## src/rtl/reg_bus_pkg.sv

```systemverilog
// Shared types and constants for the register-bus host interface.
package reg_bus_pkg;

  typedef enum logic [1:0] {
    ST_IDLE   = 2'd0,
    ST_ACCESS = 2'd1,
    ST_RESP   = 2'd2
  } state_e;

  // Word registers: the two byte-address LSBs must be zero for a hit.
  localparam int unsigned ALIGN_BITS = 2;

endpackage

```

## src/rtl/reg_bus_host_if_if.sv

```systemverilog
// Host request/response channel plus register-strobe side of the register bus.
interface reg_bus_host_if_if #(
  parameter int unsigned NumRegs = 8,
  parameter int unsigned AW      = 8,
  parameter int unsigned DW      = 32
);
  logic                  req_valid_i;
  logic                  req_ready_o;
  logic                  req_write_i;
  logic [AW-1:0]         req_addr_i;
  logic [DW-1:0]         req_wdata_i;
  logic                  rsp_valid_o;
  logic                  rsp_ready_i;
  logic [DW-1:0]         rsp_rdata_o;
  logic                  rsp_err_o;
  logic [NumRegs-1:0]    reg_we_o;
  logic [NumRegs-1:0]    reg_re_o;
  logic [DW-1:0]         reg_wd_o;
  logic [NumRegs*DW-1:0] reg_qs_i;

  modport slave (
    input  req_valid_i, req_write_i, req_addr_i, req_wdata_i, rsp_ready_i, reg_qs_i,
    output req_ready_o, rsp_valid_o, rsp_rdata_o, rsp_err_o, reg_we_o, reg_re_o, reg_wd_o
  );

  modport master (
    output req_valid_i, req_write_i, req_addr_i, req_wdata_i, rsp_ready_i, reg_qs_i,
    input  req_ready_o, rsp_valid_o, rsp_rdata_o, rsp_err_o, reg_we_o, reg_re_o, reg_wd_o
  );
endinterface

```

## src/rtl/reg_bus_host_if.sv

```systemverilog
// Single-outstanding host bridge: accept a request, strobe one register for a cycle,
// then hold the response until the host takes it.
module reg_bus_host_if
  import reg_bus_pkg::*;
#(
  parameter int unsigned NumRegs = 8,
  parameter int unsigned AW      = 8,
  parameter int unsigned DW      = 32
) (
  input  logic            clk_i,
  input  logic            rst_i,
  reg_bus_host_if_if.slave bus
);

  localparam int unsigned IW = AW - ALIGN_BITS;

  state_e             r_state;
  state_e             w_state_nxt;
  logic               w_accept;
  logic               w_in_hit;
  logic [IW-1:0]      w_in_idx;
  logic [NumRegs-1:0] w_in_onehot;
  logic [DW-1:0]      w_rd_mux;

  logic               r_write;
  logic               r_hit;
  logic [IW-1:0]      r_idx;
  logic               r_req_ready;
  logic               r_rsp_valid;
  logic               r_rsp_err;
  logic [DW-1:0]      r_rsp_rdata;
  logic [DW-1:0]      r_reg_wd;
  logic [NumRegs-1:0] r_reg_we;
  logic [NumRegs-1:0] r_reg_re;

  assign w_accept = (r_state == ST_IDLE) && bus.req_valid_i;
  assign w_in_idx = bus.req_addr_i[AW-1:ALIGN_BITS];
  assign w_in_hit = (bus.req_addr_i[ALIGN_BITS-1:0] == '0) && (32'(w_in_idx) < NumRegs);

  // Strobe decode on the incoming address, read mux on the latched index.
  always_comb begin
    w_in_onehot = '0;
    w_rd_mux    = '0;
    for (int unsigned i = 0; i < NumRegs; i++) begin
      w_in_onehot[i] = (w_in_idx == IW'(i));
      if (r_idx == IW'(i)) w_rd_mux = bus.reg_qs_i[i*DW +: DW];
    end
  end

  always_comb begin
    w_state_nxt = r_state;
    unique case (r_state)
      ST_IDLE:   if (bus.req_valid_i) w_state_nxt = ST_ACCESS;
      ST_ACCESS: w_state_nxt = ST_RESP;
      ST_RESP:   if (bus.rsp_ready_i) w_state_nxt = ST_IDLE;
      default:   w_state_nxt = ST_IDLE;
    endcase
  end

  // Handshake flags are registered from the next state so they track r_state exactly.
  always_ff @(posedge clk_i) begin
    if (rst_i) begin
      r_state     <= ST_IDLE;
      r_req_ready <= 1'b1;
      r_rsp_valid <= 1'b0;
    end else begin
      r_state     <= w_state_nxt;
      r_req_ready <= (w_state_nxt == ST_IDLE);
      r_rsp_valid <= (w_state_nxt == ST_RESP);
    end
  end

  // Strobes are loaded at the accept edge so they are live only during ACCESS.
  always_ff @(posedge clk_i) begin
    if (rst_i) begin
      r_write     <= 1'b0;
      r_hit       <= 1'b0;
      r_idx       <= '0;
      r_rsp_err   <= 1'b0;
      r_rsp_rdata <= '0;
      r_reg_wd    <= '0;
      r_reg_we    <= '0;
      r_reg_re    <= '0;
    end else begin
      r_reg_wd <= '0;
      r_reg_we <= '0;
      r_reg_re <= '0;
      unique case (r_state)
        ST_IDLE: begin
          if (w_accept) begin
            r_write  <= bus.req_write_i;
            r_hit    <= w_in_hit;
            r_idx    <= w_in_idx;
            r_reg_wd <= bus.req_wdata_i;
            if (w_in_hit && bus.req_write_i)  r_reg_we <= w_in_onehot;
            if (w_in_hit && !bus.req_write_i) r_reg_re <= w_in_onehot;
          end
        end
        ST_ACCESS: begin
          r_rsp_err   <= !r_hit;
          r_rsp_rdata <= (r_hit && !r_write) ? w_rd_mux : '0;
        end
        ST_RESP: begin
          if (bus.rsp_ready_i) begin
            r_rsp_err   <= 1'b0;
            r_rsp_rdata <= '0;
          end
        end
        default: ;
      endcase
    end
  end

  assign bus.req_ready_o = r_req_ready;
  assign bus.rsp_valid_o = r_rsp_valid;
  assign bus.rsp_rdata_o = r_rsp_rdata;
  assign bus.rsp_err_o   = r_rsp_err;
  assign bus.reg_we_o    = r_reg_we;
  assign bus.reg_re_o    = r_reg_re;
  assign bus.reg_wd_o    = r_reg_wd;

endmodule

```

## src/flat_wrapper.sv

```systemverilog
// flat-port wrapper written by rule: the top's interface ports become plain ports
module reg_bus_host_if_flat import reg_bus_pkg::*;
#(
  parameter int unsigned NumRegs = 8,
  parameter int unsigned AW      = 8,
  parameter int unsigned DW      = 32
)
  (clk_i, rst_i, bus_req_valid_i, bus_req_write_i, bus_req_addr_i, bus_req_wdata_i, bus_rsp_ready_i, bus_reg_qs_i, bus_req_ready_o, bus_rsp_valid_o, bus_rsp_rdata_o, bus_rsp_err_o, bus_reg_we_o, bus_reg_re_o, bus_reg_wd_o);
  reg_bus_host_if_if #(.NumRegs(NumRegs), .AW(AW), .DW(DW)) bus_i ();
  input  logic clk_i;
  input  logic rst_i;
  input wire logic [$bits(bus_i.req_valid_i)-1:0] bus_req_valid_i;
  input wire logic [$bits(bus_i.req_write_i)-1:0] bus_req_write_i;
  input wire logic [$bits(bus_i.req_addr_i)-1:0] bus_req_addr_i;
  input wire logic [$bits(bus_i.req_wdata_i)-1:0] bus_req_wdata_i;
  input wire logic [$bits(bus_i.rsp_ready_i)-1:0] bus_rsp_ready_i;
  input wire logic [$bits(bus_i.reg_qs_i)-1:0] bus_reg_qs_i;
  output wire logic [$bits(bus_i.req_ready_o)-1:0] bus_req_ready_o;
  output wire logic [$bits(bus_i.rsp_valid_o)-1:0] bus_rsp_valid_o;
  output wire logic [$bits(bus_i.rsp_rdata_o)-1:0] bus_rsp_rdata_o;
  output wire logic [$bits(bus_i.rsp_err_o)-1:0] bus_rsp_err_o;
  output wire logic [$bits(bus_i.reg_we_o)-1:0] bus_reg_we_o;
  output wire logic [$bits(bus_i.reg_re_o)-1:0] bus_reg_re_o;
  output wire logic [$bits(bus_i.reg_wd_o)-1:0] bus_reg_wd_o;
  assign bus_i.req_valid_i = bus_req_valid_i;
  assign bus_i.req_write_i = bus_req_write_i;
  assign bus_i.req_addr_i = bus_req_addr_i;
  assign bus_i.req_wdata_i = bus_req_wdata_i;
  assign bus_i.rsp_ready_i = bus_rsp_ready_i;
  assign bus_i.reg_qs_i = bus_reg_qs_i;
  assign bus_req_ready_o = bus_i.req_ready_o;
  assign bus_rsp_valid_o = bus_i.rsp_valid_o;
  assign bus_rsp_rdata_o = bus_i.rsp_rdata_o;
  assign bus_rsp_err_o = bus_i.rsp_err_o;
  assign bus_reg_we_o = bus_i.reg_we_o;
  assign bus_reg_re_o = bus_i.reg_re_o;
  assign bus_reg_wd_o = bus_i.reg_wd_o;
  reg_bus_host_if #(.NumRegs(NumRegs), .AW(AW), .DW(DW)) u_core (.clk_i(clk_i), .rst_i(rst_i), .bus(bus_i));
endmodule
```

## config.mk

```make
export PLATFORM = sky130hd
export DESIGN_NAME = reg_bus_host_if_flat
export DESIGN_NICKNAME = d
export VERILOG_FILES = /design/src/rtl/reg_bus_pkg.sv /design/src/rtl/reg_bus_host_if_if.sv /design/src/rtl/reg_bus_host_if.sv /design/src/flat_wrapper.sv
export SDC_FILE = /design/constraint.sdc
export NUM_CORES = 1
export LEC_CHECK = 0
export CAP_MARGIN = 20
export CORE_AREA = 10 10 142 144
export CTS_CLUSTER_DIAMETER = 100
export DETAILED_ROUTE_END_ITERATION = 12
export DIE_AREA = 0 0 152 154
export PLACE_DENSITY = 0.73
export SLEW_MARGIN = 20
export SYNTH_ARGS = -nofsm -noshare
export SYNTH_HDL_FRONTEND = slang
export SYNTH_SLANG_ARGS = --single-unit
```

## constraint.sdc

```tcl
create_clock -name clk_i -period 2.7 [get_ports clk_i]
set_input_delay 0.81 -clock clk_i [delete_from_list [all_inputs] [get_ports clk_i]]
set_output_delay 0.81 -clock clk_i [all_outputs]
set_load 0.005 [all_outputs]
```

# Word level (Yosys, flattened, before mapping)

Index checks and enable logic that the tools add are counted.

Reductions and logical operators: 19
Shift-type cells: 0
Mux-type cells: 16
Add/sub/neg operators: 0
Equality and inequality tests: 18
$mul: 0
Div/mod/pow operators: 0
Magnitude comparators: 1
Bitwise gates (word level): 4

Operators by type and width:

| cell                                                       | count |
|---|---|
| two-way mux 32 bit                                         | 10 |
| case mux 32 bit (2 select lines)                           | 1 |
| == test 6 x 3 -> 1 bit, second input constant              | 8 |
| == test 6 x 2 -> 1 bit, second input constant              | 4 |
| == test 6 x 1 -> 1 bit, second input constant              | 2 |
| zero test 6 bit                                            | 2 |
| OR reduction 4 bit                                         | 2 |
| zero test 2 bit                                            | 3 |
| less-than comparator 6 x 4 -> 1 bit, second input constant | 1 |
| case mux 2 bit (3 select lines)                            | 1 |
| logical AND 1 bit                                          | 5 |
| == test 2 bit, second input constant                       | 2 |
| two-way mux 2 bit                                          | 2 |
| NOT 1 bit                                                  | 4 |
| AND reduction 2 bit                                        | 2 |
| zero test 1 bit                                            | 3 |
| OR reduction 3 bit                                         | 1 |
| == test 2 x 1 -> 1 bit, second input constant              | 1 |
| inequality test 2 bit, second input constant               | 1 |
| case mux 1 bit (2 select lines)                            | 1 |
| nonzero test 2 bit                                         | 1 |
| two-way mux 1 bit                                          | 1 |

RAM bits: 0
Latch bits: 0
Input port bits: 301
Output and inout port bits: 83
Logic and storage cells: 69
Memories kept: 0
Memory bits (read-only): 0
Flip-flop bits (word level): 93

# Logic depth before layout (Yosys ltp)

Depth in word-level cells: 11
Mapped depth: 8
Gate-level depth less buffers: 5

# Least setup slack after synthesis

No wires, ideal clock.

Path type: reg2reg
Start point: reg u_core.r_idx[1]
End point: reg u_core.r_rsp_rdata[0] (netlist: u_core.bus.rsp_rdata_o[0])
Path buffers: 3
Clock period less this slack: 1.938 ns
Cell stages (with the launch flop): 8
Required time: 2.575 ns
Path slack: 0.762 ns
Library setup time: 0.125 ns
Arrival: 1.813 ns
Cells stage by stage: dfxtp_1 > buf_6 > or4b_4 > or3_1 > buf_2 > buf_6 > o221ai_2 > o211ai_2

Cells in the longest elaborated chain, start to end: 11
Elaborated cells on any way between the ends: 18
Classes of those cells: eq/ne: 7; mux: 10; reduce/logical: 1

Ends and longest elaborated chain:

| element                              | RTL line               | RTL |
|---|---|---|
| start: declaration                   | reg_bus_host_if.sv:27  | `logic [IW-1:0] r_idx;` |
| start signal: assignment             | reg_bus_host_if.sv:93  | `r_idx <= w_in_idx;` |
| zero test 6 bit                      | reg_bus_host_if.sv:46  | `if (r_idx == IW'(i)) w_rd_mux = bus.reg_qs_i[i*DW +: DW];` |
| two-way mux 32 bit (7 in a row)      | reg_bus_host_if.sv:46  |  |
| two-way mux 32 bit (*)               | reg_bus_host_if.sv:46  |  |
| two-way mux 32 bit (*)               | reg_bus_host_if.sv:101 | `r_rsp_rdata <= (r_hit && !r_write) ? w_rd_mux : '0;` |
| case mux 32 bit (2 select lines) (*) | reg_bus_host_if.sv:88  | `unique case (r_state)` |
| end signal: assignment               | reg_bus_host_if.sv:101 |  |
| end: declaration                     | reg_bus_host_if.sv:31  | `logic [DW-1:0] r_rsp_rdata;` |

Mark *: on every way between the ends. The rest lies on a longest branch, timed or not.
A chain may end at the register's enable or synchronous reset.

# Final worst setup path

Start point: reg u_core.r_idx[2]
End point: reg u_core.r_rsp_rdata[14] (netlist: u_core.bus.rsp_rdata_o[14])

Same word-level chain as after synthesis.

==> results.md <==
* Clock Latency Late Sink at 0.35 ns
* Final setup fails at 0
* CTS tree: done
* Max Clock Skew at 0.00683 ns
* Ys Warns at 0
* Leakage dissipation at 0.00327 uW
* Met1 usage at 0.250
* MaxCap Viol Count at 0
* Post-synth top area share at 0.354
* Most common library cells after synthesis: dfxtp_1 (93), nor2_1 (66), clkbuf_1 (43)
* RSZ-0062 raised after global routing: no
* Area delta synth->final at 83.6%
* Multi-input combinational cell area at 0.00313 mm2
* Tcrit/Tclk final at 0.841
* Final setup TNS at 0 ns
* Post-CTS Setup Bufs at 0
* Tmin final at 2.27 ns
* CTS Hold Buffers Added at 0
* Status: complete, no violations
* Iteration-0 DRC Markers at 323
* Seq cells post-synth at 93
* Initial antenna violation count at 0
* Ports at 384
* Syn Inst Count at 594
* PwrDens at 390 mW/mm2
* Vias at 6211
* Fillers at 1610
* Busiest grt layer: met2
* Startpoint types: register
* Grt met2 use at 0.388
* Flop2flop setup slack at 0.43 ns
* Pwr Total at 3770 uW
* Die ar. at 0.0234 mm2
* Slew @ Worst Pin at 0.610 ns
* DRC viols at 0
* WP data arrival at 2.50 ns
* Syn Area/Cell at 8.86 um2
* Max VDD drop at 383 uV
* Via density at 5.27
* CP max FO at 31
* Number of I/O port buffers at 383
* Floorplan die width at 152 um
* Worst-path clk slew at 0.07 ns
* Routed length per placed instance at 23.5 um
* Placed wire-length estimate at 21900 um
* Gr ovfl total at 0
* Max-slew headroom at 0.594
* FFs w/ async S/R, synth at 0
* Max frequency at 441 MHz
* Synthesized cell area at 0.00527 mm2
* Share of layout cells above drive strength 1 at 0.0975
* Final wirelength at 27700 um
* RePlAce Congestion at 0.841
* Maximum root-to-sink buffer count at 2
* Top-count cell post-synth: dfxtp_1
* Die height at 154 um
* Worst Path Required at 2.93 ns
* Synth top area cells: dfxtp_1 (35%), o221ai_2 (8.6%), a221oi_1 (5.2%), a2bb2oi_1 (5.2%), o31a_1 (5.2%)
* Starting Density at 0.307
* Area of the core at 0.0172 mm2
* GR Util met3 at 0.0884
* Antenna Nets Post-Route at 0
* Gr usage total at 0.223
* Cell variety after synth at 43
* First-pass GRT wire length at 41300 um
* CTS buffer count at 9
* Area occupied by registers at 0.00186 mm2
* H-Tree Depth at 3
* Final #Nets at 1250
* ANT cells at 0
* Post-synth EDFFs at 0
* Largest net degree at the start of global routing at 64
* Yosys top cell by area: dfxtp_1
* # rows at 48
* Register area share after synthesis at 0.354
* Final hold viol count at 0
* Pins over their slew limit at 0
* DR pass1 iterations at 5
* CTS sink count at 93
* Worst Setup End Kind: register
* Post-CTS Resized at 0
* Layout Cells excl Fill at 1179
* Setup CP Type: reg2reg
* Clk root buf: clkbuf_16
* Mapped Nets at 895
* Hold Crit Class: reg2reg
* Post-synth top flop: dfxtp_1
* Vias in the first global route at 6519
* Placed Cells at 1163
==> routing by layer <==
| layer | vias up | wire length, um |
|---|---|---|
| met1 | 2935 | 10900 |
| met5 | - | 0 |
| met2 | 285 | 13800 |
| met4 | 0 | 397 |
| met3 | 23 | 2580 |
| li1 | 2968 | - |
==> state kept, by name (all words and copies together) (netlist names) <==
signal,cells
u_core.bus.rsp_valid_o,1
u_core.bus.req_ready_o,1
u_core.bus.reg_re_o,8
u_core.r_hit,1
u_core.bus.rsp_rdata_o,32
u_core.r_idx,6
u_core.bus.reg_we_o,8
u_core.bus.rsp_err_o,1
u_core.r_state,2
u_core.bus.reg_wd_o,32
u_core.r_write,1
==> layout make-up <==
cell class                      instances  share of cell area
Sequential cell                        93               0.193
Clock buffer                           10              0.0237
Tap cell                              225              0.0291
Inverter                                4             0.00155
Clock inverter                          6             0.00828
Timing Repair Buffer                  406               0.421
Multi-Input combinational cell        435               0.324
==> kinds of logic (layout without fill, tap and decap cells) <==
group,Yosys count,after routing,synth area share
AOI/OAI and AO/OA,231,231,0.388
and+or+nand+nor,199,199,0.192
DFF,93,93,0.354
buffers and inverters,66,426,0.0573
muxes,5,5,0.00951
==> critical path, cell delays in order, from the launching register on <==
cell,delay (ns)
dfxtp_1,0.48
or4b_4,0.55
or3_2,0.42
buf_4,0.32
o221ai_2,0.24
o211ai_1,0.12
==> placed cells by master (no fill, tap or decap), drive strengths merged, types with 9 or more instances in the layout <==
cell,count
a21oi,34
a221oi,31
a22oi,31
a2bb2oi,31
and2,32
buf,23
clkbuf,10
clkdlybuf4s50,383
dfxtp,93
nand2,37
nor2,66
nor3,9
o211ai,31
o221ai,32
o31a,31
or2,30
==> power breakdown <==
part	total, uW	leakage [uW]	internal [uW]	switching [uW]
sequential	1420	0.000755	1400	19.3
clock	1320	0.000146	735	587
combinational	1030	0.00237	645	384
==> path summary, 6_finish.rpt <==
path | from | endpoint | depth (start not counted)
max | u_core.r_idx[2]$_SDFFE_PP0P_ | u_core.bus.rsp_rdata_o[14]$_SDFFE_PP0P_ | 5
min | u_core.bus.rsp_rdata_o[26]$_SDFFE_PP0P_ | u_core.bus.rsp_rdata_o[26]$_SDFFE_PP0P_ | 2
max reg2reg | u_core.r_idx[2]$_SDFFE_PP0P_ | u_core.bus.rsp_rdata_o[14]$_SDFFE_PP0P_ | 5
min reg2reg | u_core.bus.rsp_rdata_o[26]$_SDFFE_PP0P_ | u_core.bus.rsp_rdata_o[26]$_SDFFE_PP0P_ | 2
==> metrics by stage <==
stage          worst slack (ns)  utilization  instance area, um2  hold slack [ns]
3_3_place_gp              0.377        0.545                9360            0.447
6_report                  0.430        0.563                9670            0.471
4_1_cts                   0.439        0.563                9670            0.472
2_1_floorplan             0.762            -                5270            0.433
3_5_place_dp              0.351        0.545                9360            0.454
5_1_grt                   0.334        0.563                9670            0.490
No activity file was read; power rests on OpenSTA's default activity.
